$ cat config.mk
export PLATFORM = sky130hd
export DESIGN_NAME = checksum_stream_flat
export DESIGN_NICKNAME = d
export VERILOG_FILES = /design/src/rtl/checksum_pkg.sv /design/src/rtl/checksum_stream_if.sv /design/src/rtl/checksum_cmp.sv /design/src/rtl/checksum_stream.sv /design/src/flat_wrapper.sv
export SDC_FILE = /design/constraint.sdc
export NUM_CORES = 1
export LEC_CHECK = 0
export ABC_AREA = 0
export CORE_UTILIZATION = 30
export CTS_CLUSTER_SIZE = 30
export DETAILED_ROUTE_END_ITERATION = 16
export SYNTH_ARGS = -nofsm -noshare
export SYNTH_HDL_FRONTEND = slang
export SYNTH_SLANG_ARGS = --single-unit
$ cat constraint.sdc
create_clock -name clk -period 3.2 [get_ports clk]
set_input_delay 0.64 -clock clk [delete_from_list [all_inputs] [get_ports clk]]
set_output_delay 0.64 -clock clk [all_outputs]
set_load 0.01 [all_outputs]
$ cat src/rtl/checksum_pkg.sv
// Shared constants and types for the streaming checksum checker.
package checksum_pkg;

  localparam int unsigned DEFAULT_DATA_W = 8;
  localparam logic [DEFAULT_DATA_W-1:0] DEFAULT_KEY = 8'b00110111;

  typedef enum logic {
    RECV = 1'b0,
    DONE = 1'b1
  } state_t;

endpackage

$ cat src/rtl/checksum_stream_if.sv
// Beat input and verdict output bundle of checksum_stream.
interface checksum_stream_if #(
  parameter int unsigned DATA_W  = 8,
  parameter int unsigned MAX_LEN = 16,
  parameter int unsigned CNT_W   = 16
);
  localparam int unsigned LEN_W = $clog2(MAX_LEN + 1);

  logic              in_valid;
  logic              in_ready;
  logic [DATA_W-1:0] in_data;
  logic              in_last;
  logic              res_valid;
  logic              res_ready;
  logic              res_ok;
  logic              res_ovf;
  logic [LEN_W-1:0]  res_len;
  logic [CNT_W-1:0]  cnt_ok;
  logic [CNT_W-1:0]  cnt_bad;

  modport master (
    output in_valid, in_data, in_last, res_ready,
    input  in_ready, res_valid, res_ok, res_ovf, res_len, cnt_ok, cnt_bad
  );

  modport slave (
    input  in_valid, in_data, in_last, res_ready,
    output in_ready, res_valid, res_ok, res_ovf, res_len, cnt_ok, cnt_bad
  );
endinterface

$ cat src/rtl/checksum_cmp.sv
// Combinational check-word compare: data must equal the accumulated XOR keyed by KEY.
module checksum_cmp #(
  parameter int unsigned       DATA_W = 8,
  parameter logic [DATA_W-1:0] KEY    = DATA_W'(8'b00110111)
) (
  input  logic [DATA_W-1:0] data,
  input  logic [DATA_W-1:0] acc,
  output logic              match_c
);

  assign match_c = (data == (acc ^ KEY));

endmodule

$ cat src/rtl/checksum_stream.sv
// Frame checksum checker: XOR-accumulates payload beats, judges the closing
// check word, holds the verdict until consumed and keeps pass/fail totals.
module checksum_stream
  import checksum_pkg::*;
#(
  parameter int unsigned       DATA_W  = 8,
  parameter logic [DATA_W-1:0] KEY     = DATA_W'(DEFAULT_KEY),
  parameter int unsigned       MAX_LEN = 16,
  parameter int unsigned       CNT_W   = 16
) (
  input logic              clk,
  input logic              rst,
  checksum_stream_if.slave bus
);

  localparam int unsigned LEN_W = $clog2(MAX_LEN + 1);

  state_t             state;
  state_t             state_nxt;
  logic [DATA_W-1:0]  acc;
  logic [LEN_W-1:0]   len;
  logic               ovf;
  logic               res_ok;
  logic               res_ovf;
  logic [LEN_W-1:0]   res_len;
  logic [CNT_W-1:0]   cnt_ok;
  logic [CNT_W-1:0]   cnt_bad;
  logic               accept_c;
  logic               release_c;
  logic               match_c;

  checksum_cmp #(
    .DATA_W (DATA_W),
    .KEY    (KEY)
  ) u_cmp (
    .data    (bus.in_data),
    .acc     (acc),
    .match_c (match_c)
  );

  // State register.
  always_ff @(posedge clk) begin
    if (rst) begin
      state <= RECV;
    end else begin
      state <= state_nxt;
    end
  end

  // Next state plus the accept/release strobes that steer the datapath.
  always_comb begin
    state_nxt = state;
    accept_c  = 1'b0;
    release_c = 1'b0;
    unique case (state)
      RECV: begin
        accept_c = bus.in_valid;
        if (bus.in_valid && bus.in_last) begin
          state_nxt = DONE;
        end
      end
      DONE: begin
        release_c = bus.res_ready;
        if (bus.res_ready) begin
          state_nxt = RECV;
        end
      end
      default: state_nxt = RECV;
    endcase
  end

  // Frame accumulator, length and overflow tracking, verdict capture.
  always_ff @(posedge clk) begin
    if (rst) begin
      acc     <= '0;
      len     <= '0;
      ovf     <= 1'b0;
      res_ok  <= 1'b0;
      res_ovf <= 1'b0;
      res_len <= '0;
    end else if (accept_c) begin
      if (!bus.in_last) begin
        acc <= acc ^ bus.in_data;
        if (len == LEN_W'(MAX_LEN)) begin
          ovf <= 1'b1;
        end else begin
          len <= len + LEN_W'(1);
        end
      end else begin
        // An empty frame never passes, even when the check word equals KEY.
        res_ok  <= match_c && (len != '0) && !ovf;
        res_ovf <= ovf;
        res_len <= len;
      end
    end else if (release_c) begin
      acc <= '0;
      len <= '0;
      ovf <= 1'b0;
    end
  end

  // Saturating frame statistics, bumped once per consumed verdict.
  always_ff @(posedge clk) begin
    if (rst) begin
      cnt_ok  <= '0;
      cnt_bad <= '0;
    end else if (release_c) begin
      if (res_ok) begin
        if (cnt_ok != '1) begin
          cnt_ok <= cnt_ok + CNT_W'(1);
        end
      end else if (cnt_bad != '1) begin
        cnt_bad <= cnt_bad + CNT_W'(1);
      end
    end
  end

  assign bus.in_ready  = (state == RECV);
  assign bus.res_valid = (state == DONE);
  assign bus.res_ok    = res_ok;
  assign bus.res_ovf   = res_ovf;
  assign bus.res_len   = res_len;
  assign bus.cnt_ok    = cnt_ok;
  assign bus.cnt_bad   = cnt_bad;

endmodule

$ cat src/flat_wrapper.sv
// flat-port wrapper written by rule: the top's interface ports become plain ports
module checksum_stream_flat import checksum_pkg::*;
#(
  parameter int unsigned       DATA_W  = 8,
  parameter logic [DATA_W-1:0] KEY     = DATA_W'(DEFAULT_KEY),
  parameter int unsigned       MAX_LEN = 16,
  parameter int unsigned       CNT_W   = 16
)
  (clk, rst, bus_in_valid, bus_in_data, bus_in_last, bus_res_ready, bus_in_ready, bus_res_valid, bus_res_ok, bus_res_ovf, bus_res_len, bus_cnt_ok, bus_cnt_bad);
  checksum_stream_if #(.DATA_W(DATA_W), .MAX_LEN(MAX_LEN), .CNT_W(CNT_W)) bus_i ();
  input logic clk;
  input logic rst;
  input wire logic [$bits(bus_i.in_valid)-1:0] bus_in_valid;
  input wire logic [$bits(bus_i.in_data)-1:0] bus_in_data;
  input wire logic [$bits(bus_i.in_last)-1:0] bus_in_last;
  input wire logic [$bits(bus_i.res_ready)-1:0] bus_res_ready;
  output wire logic [$bits(bus_i.in_ready)-1:0] bus_in_ready;
  output wire logic [$bits(bus_i.res_valid)-1:0] bus_res_valid;
  output wire logic [$bits(bus_i.res_ok)-1:0] bus_res_ok;
  output wire logic [$bits(bus_i.res_ovf)-1:0] bus_res_ovf;
  output wire logic [$bits(bus_i.res_len)-1:0] bus_res_len;
  output wire logic [$bits(bus_i.cnt_ok)-1:0] bus_cnt_ok;
  output wire logic [$bits(bus_i.cnt_bad)-1:0] bus_cnt_bad;
  assign bus_i.in_valid = bus_in_valid;
  assign bus_i.in_data = bus_in_data;
  assign bus_i.in_last = bus_in_last;
  assign bus_i.res_ready = bus_res_ready;
  assign bus_in_ready = bus_i.in_ready;
  assign bus_res_valid = bus_i.res_valid;
  assign bus_res_ok = bus_i.res_ok;
  assign bus_res_ovf = bus_i.res_ovf;
  assign bus_res_len = bus_i.res_len;
  assign bus_cnt_ok = bus_i.cnt_ok;
  assign bus_cnt_bad = bus_i.cnt_bad;
  checksum_stream #(.DATA_W(DATA_W), .KEY(KEY), .MAX_LEN(MAX_LEN), .CNT_W(CNT_W)) u_core (.clk(clk), .rst(rst), .bus(bus_i));
endmodule
# Word level (Yosys, flattened, before mapping)
# Cells that the tools add are included.
# Widths: inputs -> output; s select.
# word_totals
register_bits	54
# op_classes
add_sub_neg	3
eq_ne	7
muxes	16
bitwise	4
reduce_logical	12
# op_table
cell	n
$add 16x1->16 const B	2
$ne 16x16->1 const B	2
$mux 8	3
$mux 5	4
$reduce_and 3->1	4
$eq 8x8->1	1
$mux 1	8
$xor 8x8->8	1
$ne 2x2->1 const B	3
$add 5x1->5 const B	1
$eq 5x5->1 const B	1
$not 5->5	1
$reduce_bool 5->1	1
$reduce_and 2->1	2
$logic_and 1x1->1	3
$not 1->1	2
$pmux 1 s2	1
$reduce_bool 2->1	1
$logic_not 1->1	1

# Logic depth before layout (Yosys ltp)
# logic_depth
word_depth	4
depth_mapped	7
mapped_depth_nobuf	7

# Hierarchy
# From an unflattened synthesis, not the netlist that was laid out.
# unflattened
hier_cells	309
hier_area_um2	2691.3
# by_module_without_submodules
module	instances	cells_per_inst	area_per_inst_um2	seq_area_each_um2
checksum_stream	1	298	2605.0	1081.0
checksum_cmp	1	11	86.3	0.0

# Worst setup path after synthesis
# No wires, ideal clock.
# synth_timing
kind	input port to flip-flop
start	input bus_res_ready
end	register u_core.cnt_bad[7], in the netlist u_core.bus.cnt_bad[7]
setup_time_ns	0.123
arrival_ns	1.778
t_required_ns	3.077
setup_slack_ns	1.299
stages	5
n_path_buf	0
cell_sequence	nand3b_1 > nor3_1 > a21boi_2 > and3_1 > mux2_1
# synth_via
elab_chain_len	2
# synth_rtl
item	line_no	rtl
start: declaration	flat_wrapper.sv:16	input wire logic [$bits(bus_i.res_ready)-1:0] bus_res_ready;
$mux 1	checksum_stream.sv:55	unique case (state)
$reduce_and 3->1 (no line)	--	
end signal: assignment	checksum_stream.sv:113	cnt_bad <= cnt_bad + CNT_W'(1);
end: declaration	checksum_stream.sv:27	logic [CNT_W-1:0] cnt_bad;
# Every way passes these cells.
# A chain may end at the register's enable or synchronous reset.

# Final worst setup path
# Ends and elaborated chain as after synthesis.

==> reports/results.tsv <==
metric	value	unit
drtAntennaViolNets	0	
hp-class	flip-flop to flip-flop	
slowest_stage	clkdlybuf4s50_1	
drive_gt1_share	4.905	%
cts_setup_buffers	0	
die_y	95.50	µm
syn_nets	331	
leakage	0.001136	µW
antenna_found_initial	0	
netlist_area	0.002623	mm²
synthMostInstantiatedCell	dfxtp_1	
setup_viol	0	
vdd_ir_drop_max	0.1643	mV
cap_violations	0	
seqCellArea	0.001081	mm²
vias	2376	
place_congestion	0.8320	
syn2layout_area_growth	28.72	%
syn_inst	314	
finalNetCount	384	
synth_top_area_share	41.22	%
first_pass_iters	4	
synth_top_family_by_area	simple AND/OR/NAND/NOR gates	
slowest_delay	520	ps
multi_input_area	0.001476	mm²
fin_tns_setup	0	ps
place_hpwl	4236	µm
synth_compound_area_share	10.54	%
status	completed	
final_util	40.47	%
synth_top_cells_by_area	dfxtp_1 (41%), nor2_1 (7.3%), xnor2_1 (6.3%)	
crit_type	input pin to flip-flop	
antenna_cells	0	
dp_slack	568.5	ps
yosys.area_share.adder	1.908	%
finalPower	1250	µW
routed_via_density	5.034	
port_buffers	53	
crit_buf_inv	1	
wl	6045	µm
drc_errors	0	
finalMaxSlewViolations	0	
start_kind	input pin	
synth_simple_gate_area_share	29.34	%
grt_pass1_wl	10070	µm
ys_seq_area_share	41.22	%
synth_edf_count	0	
htreeDepth	2	
initial_utilization	31.44	%
clkSinkCount	54	
cts_tree	done	
core_area	0.008341	mm²
drt-initial-drc-count	98	
required	3390	ps
cp_max_fo	4	
wl_per_cell	12.81	µm
first_global_vias	2184	
skew	12.55	ps
hold_viol	0	
synthTopCellsByCount	dfxtp_1 (54), nor2_1 (51), nand2_1 (25), a21oi_1 (23), xnor2_1 (19)	
min_period	2343	ps
synthArstFlopShare	0	%
ys_types	42	
ctsResizeCount	0	
placementRows	33	
cts.path.max_buffers	2	
min_period_over_period	73.23	%
muxShareOfSynthArea	3.483	%
clkTransAtPathRegs	100	ps
avgSynthCellArea	8.352	µm²
fill_cells	841	
synth_xor_area_share	11.02	%
rsz0062_at_grt	false	
endpoint_kind	flip-flop	
postLayoutSetupSlackWorst	856.7	ps
yosysTopAreaCell	dfxtp_1	
ioPinCount	54	
ys_ff_latch	54	
synth_ff_type	dfxtp_1	
cts_hold_buf	0	
grt_max_degree	36	
max_slew_margin	56.04	%
grt_usage	13.92	%
die_x	95.50	µm
root_buffer	clkbuf_8	
dieArea	0.009119	mm²
powerDensity	370.2	mW/mm²
overflow	0	
cts_buffers	5	
fmax	426.8	MHz
cp_top_family	simple AND/OR/NAND/NOR gates	
clk_latency	300	ps
worstMarginPinSlew	656.9	ps
cp.arrival	2530	ps
cp_cell_sequence	clkdlybuf4s50_1 > nand3b_1 > nor3_1 > a21boi_2 > and3_1 > mux2_1	
yosys_warnings	0	
## sequential cells by signal (all words and copies together), names as in the netlist
register and count:
u_core.bus.cnt_bad 16, u_core.bus.cnt_ok 16, u_core.ovf 1, u_core.len 5, u_core.bus.res_ovf 1, u_core.acc 8, u_core.bus.res_valid 1, u_core.bus.res_len 5
u_core.bus.res_ok 1
## worst reg2reg max path, delay by kind of cell (launching register included)
kind             cells  cell delay [ps]
multiplexers         1              320
AND/OR/NAND/NOR      3              780
AO/OA/AOI/OAI        1              320
flip-flops           1              560
## worst paths after layout
kind | to | cells after the start | slack [ps] | from
worst min-delay path | u_core.bus.res_len[0]$_SDFFE_PP0P_ | 2 | 470 | u_core.bus.res_len[0]$_SDFFE_PP0P_
worst max register to register | u_core.bus.cnt_bad[7]$_SDFFE_PP0P_ | 5 | 1110 | u_core.bus.res_valid$_SDFF_PP0_
worst max-delay path | u_core.bus.cnt_bad[7]$_SDFFE_PP0P_ | 6 | 860 | bus_res_ready
worst min register to register | u_core.bus.res_len[0]$_SDFFE_PP0P_ | 2 | 470 | u_core.bus.res_len[0]$_SDFFE_PP0P_
## routing by layer
metal	wire length, µm	share of wire [%]	vias to the layer above	track usage [%]
li1	-	-	1202	-
met1	2985	49	1115	18.35
met2	2732	45	54	23.04
met3	268	4.4	5	2.552
met4	59	0.98	0	4.104
met5	0	0	-	0
## cell families after synthesis
| group | Yosys count |
|---|---|
| simple gates | 150 |
| xor+xnor | 33 |
| mux | 9 |
| buf+inv | 17 |
| flops | 54 |
| compound gates | 47 |
| fa+ha+maj | 4 |
## cells in the final DEF, fill, tap and decap left out, drive strengths merged, types with 3 or more instances in the layout
| cell type | n |
|---|---|
| a31oi | 3 |
| a21oi | 23 |
| nor4 | 5 |
| clkdlybuf4s50 | 52 |
| inv | 7 |
| nand3 | 11 |
| ha | 4 |
| dfxtp | 54 |
| o21ai | 10 |
| nor2 | 51 |
| a211oi | 5 |
| nand2 | 25 |
| mux2i | 8 |
| xnor2 | 19 |
| nor3 | 11 |
| buf | 4 |
| clkbuf | 6 |
| nand4 | 15 |
| nand3b | 9 |
| nand2b | 4 |
| xor2 | 14 |
| nor2b | 3 |
| and3 | 4 |
## cell type report
| class | instances | share of cell area (%) |
|---|---|---|
| Inverter | 7 | 0.7784 |
| Tap cell | 105 | 3.892 |
| Clock buffer | 6 | 2.446 |
| Timing Repair Buffer | 56 | 16.23 |
| Sequential cell | 54 | 32.02 |
| Multi-Input combinational cell | 243 | 43.74 |
| Clock inverter | 1 | 0.8895 |
## stage by stage
| stage | hold slack (ps) | area, µm² | cells |
|---|---|---|---|
| after floorplan | 451.4 | 2623 | 314 |
| after global placement | 450.3 | 3263 | 465 |
| after detailed placement | 456.4 | 3263 | 465 |
| after CTS | 470.5 | 3376 | 472 |
| after global routing | 502.7 | 3376 | 472 |
| final | 471.7 | 3376 | 472 |
## power breakdown
part | total, µW | switching, µW | internal [µW] | leakage [µW]
registers | 689 | 9.71 | 680 | 0.000436
logic | 93.9 | 51.6 | 42.3 | 0.000643
clock network | 467 | 216 | 251 | 0.0000573
(Power assumes the default switching activity.)
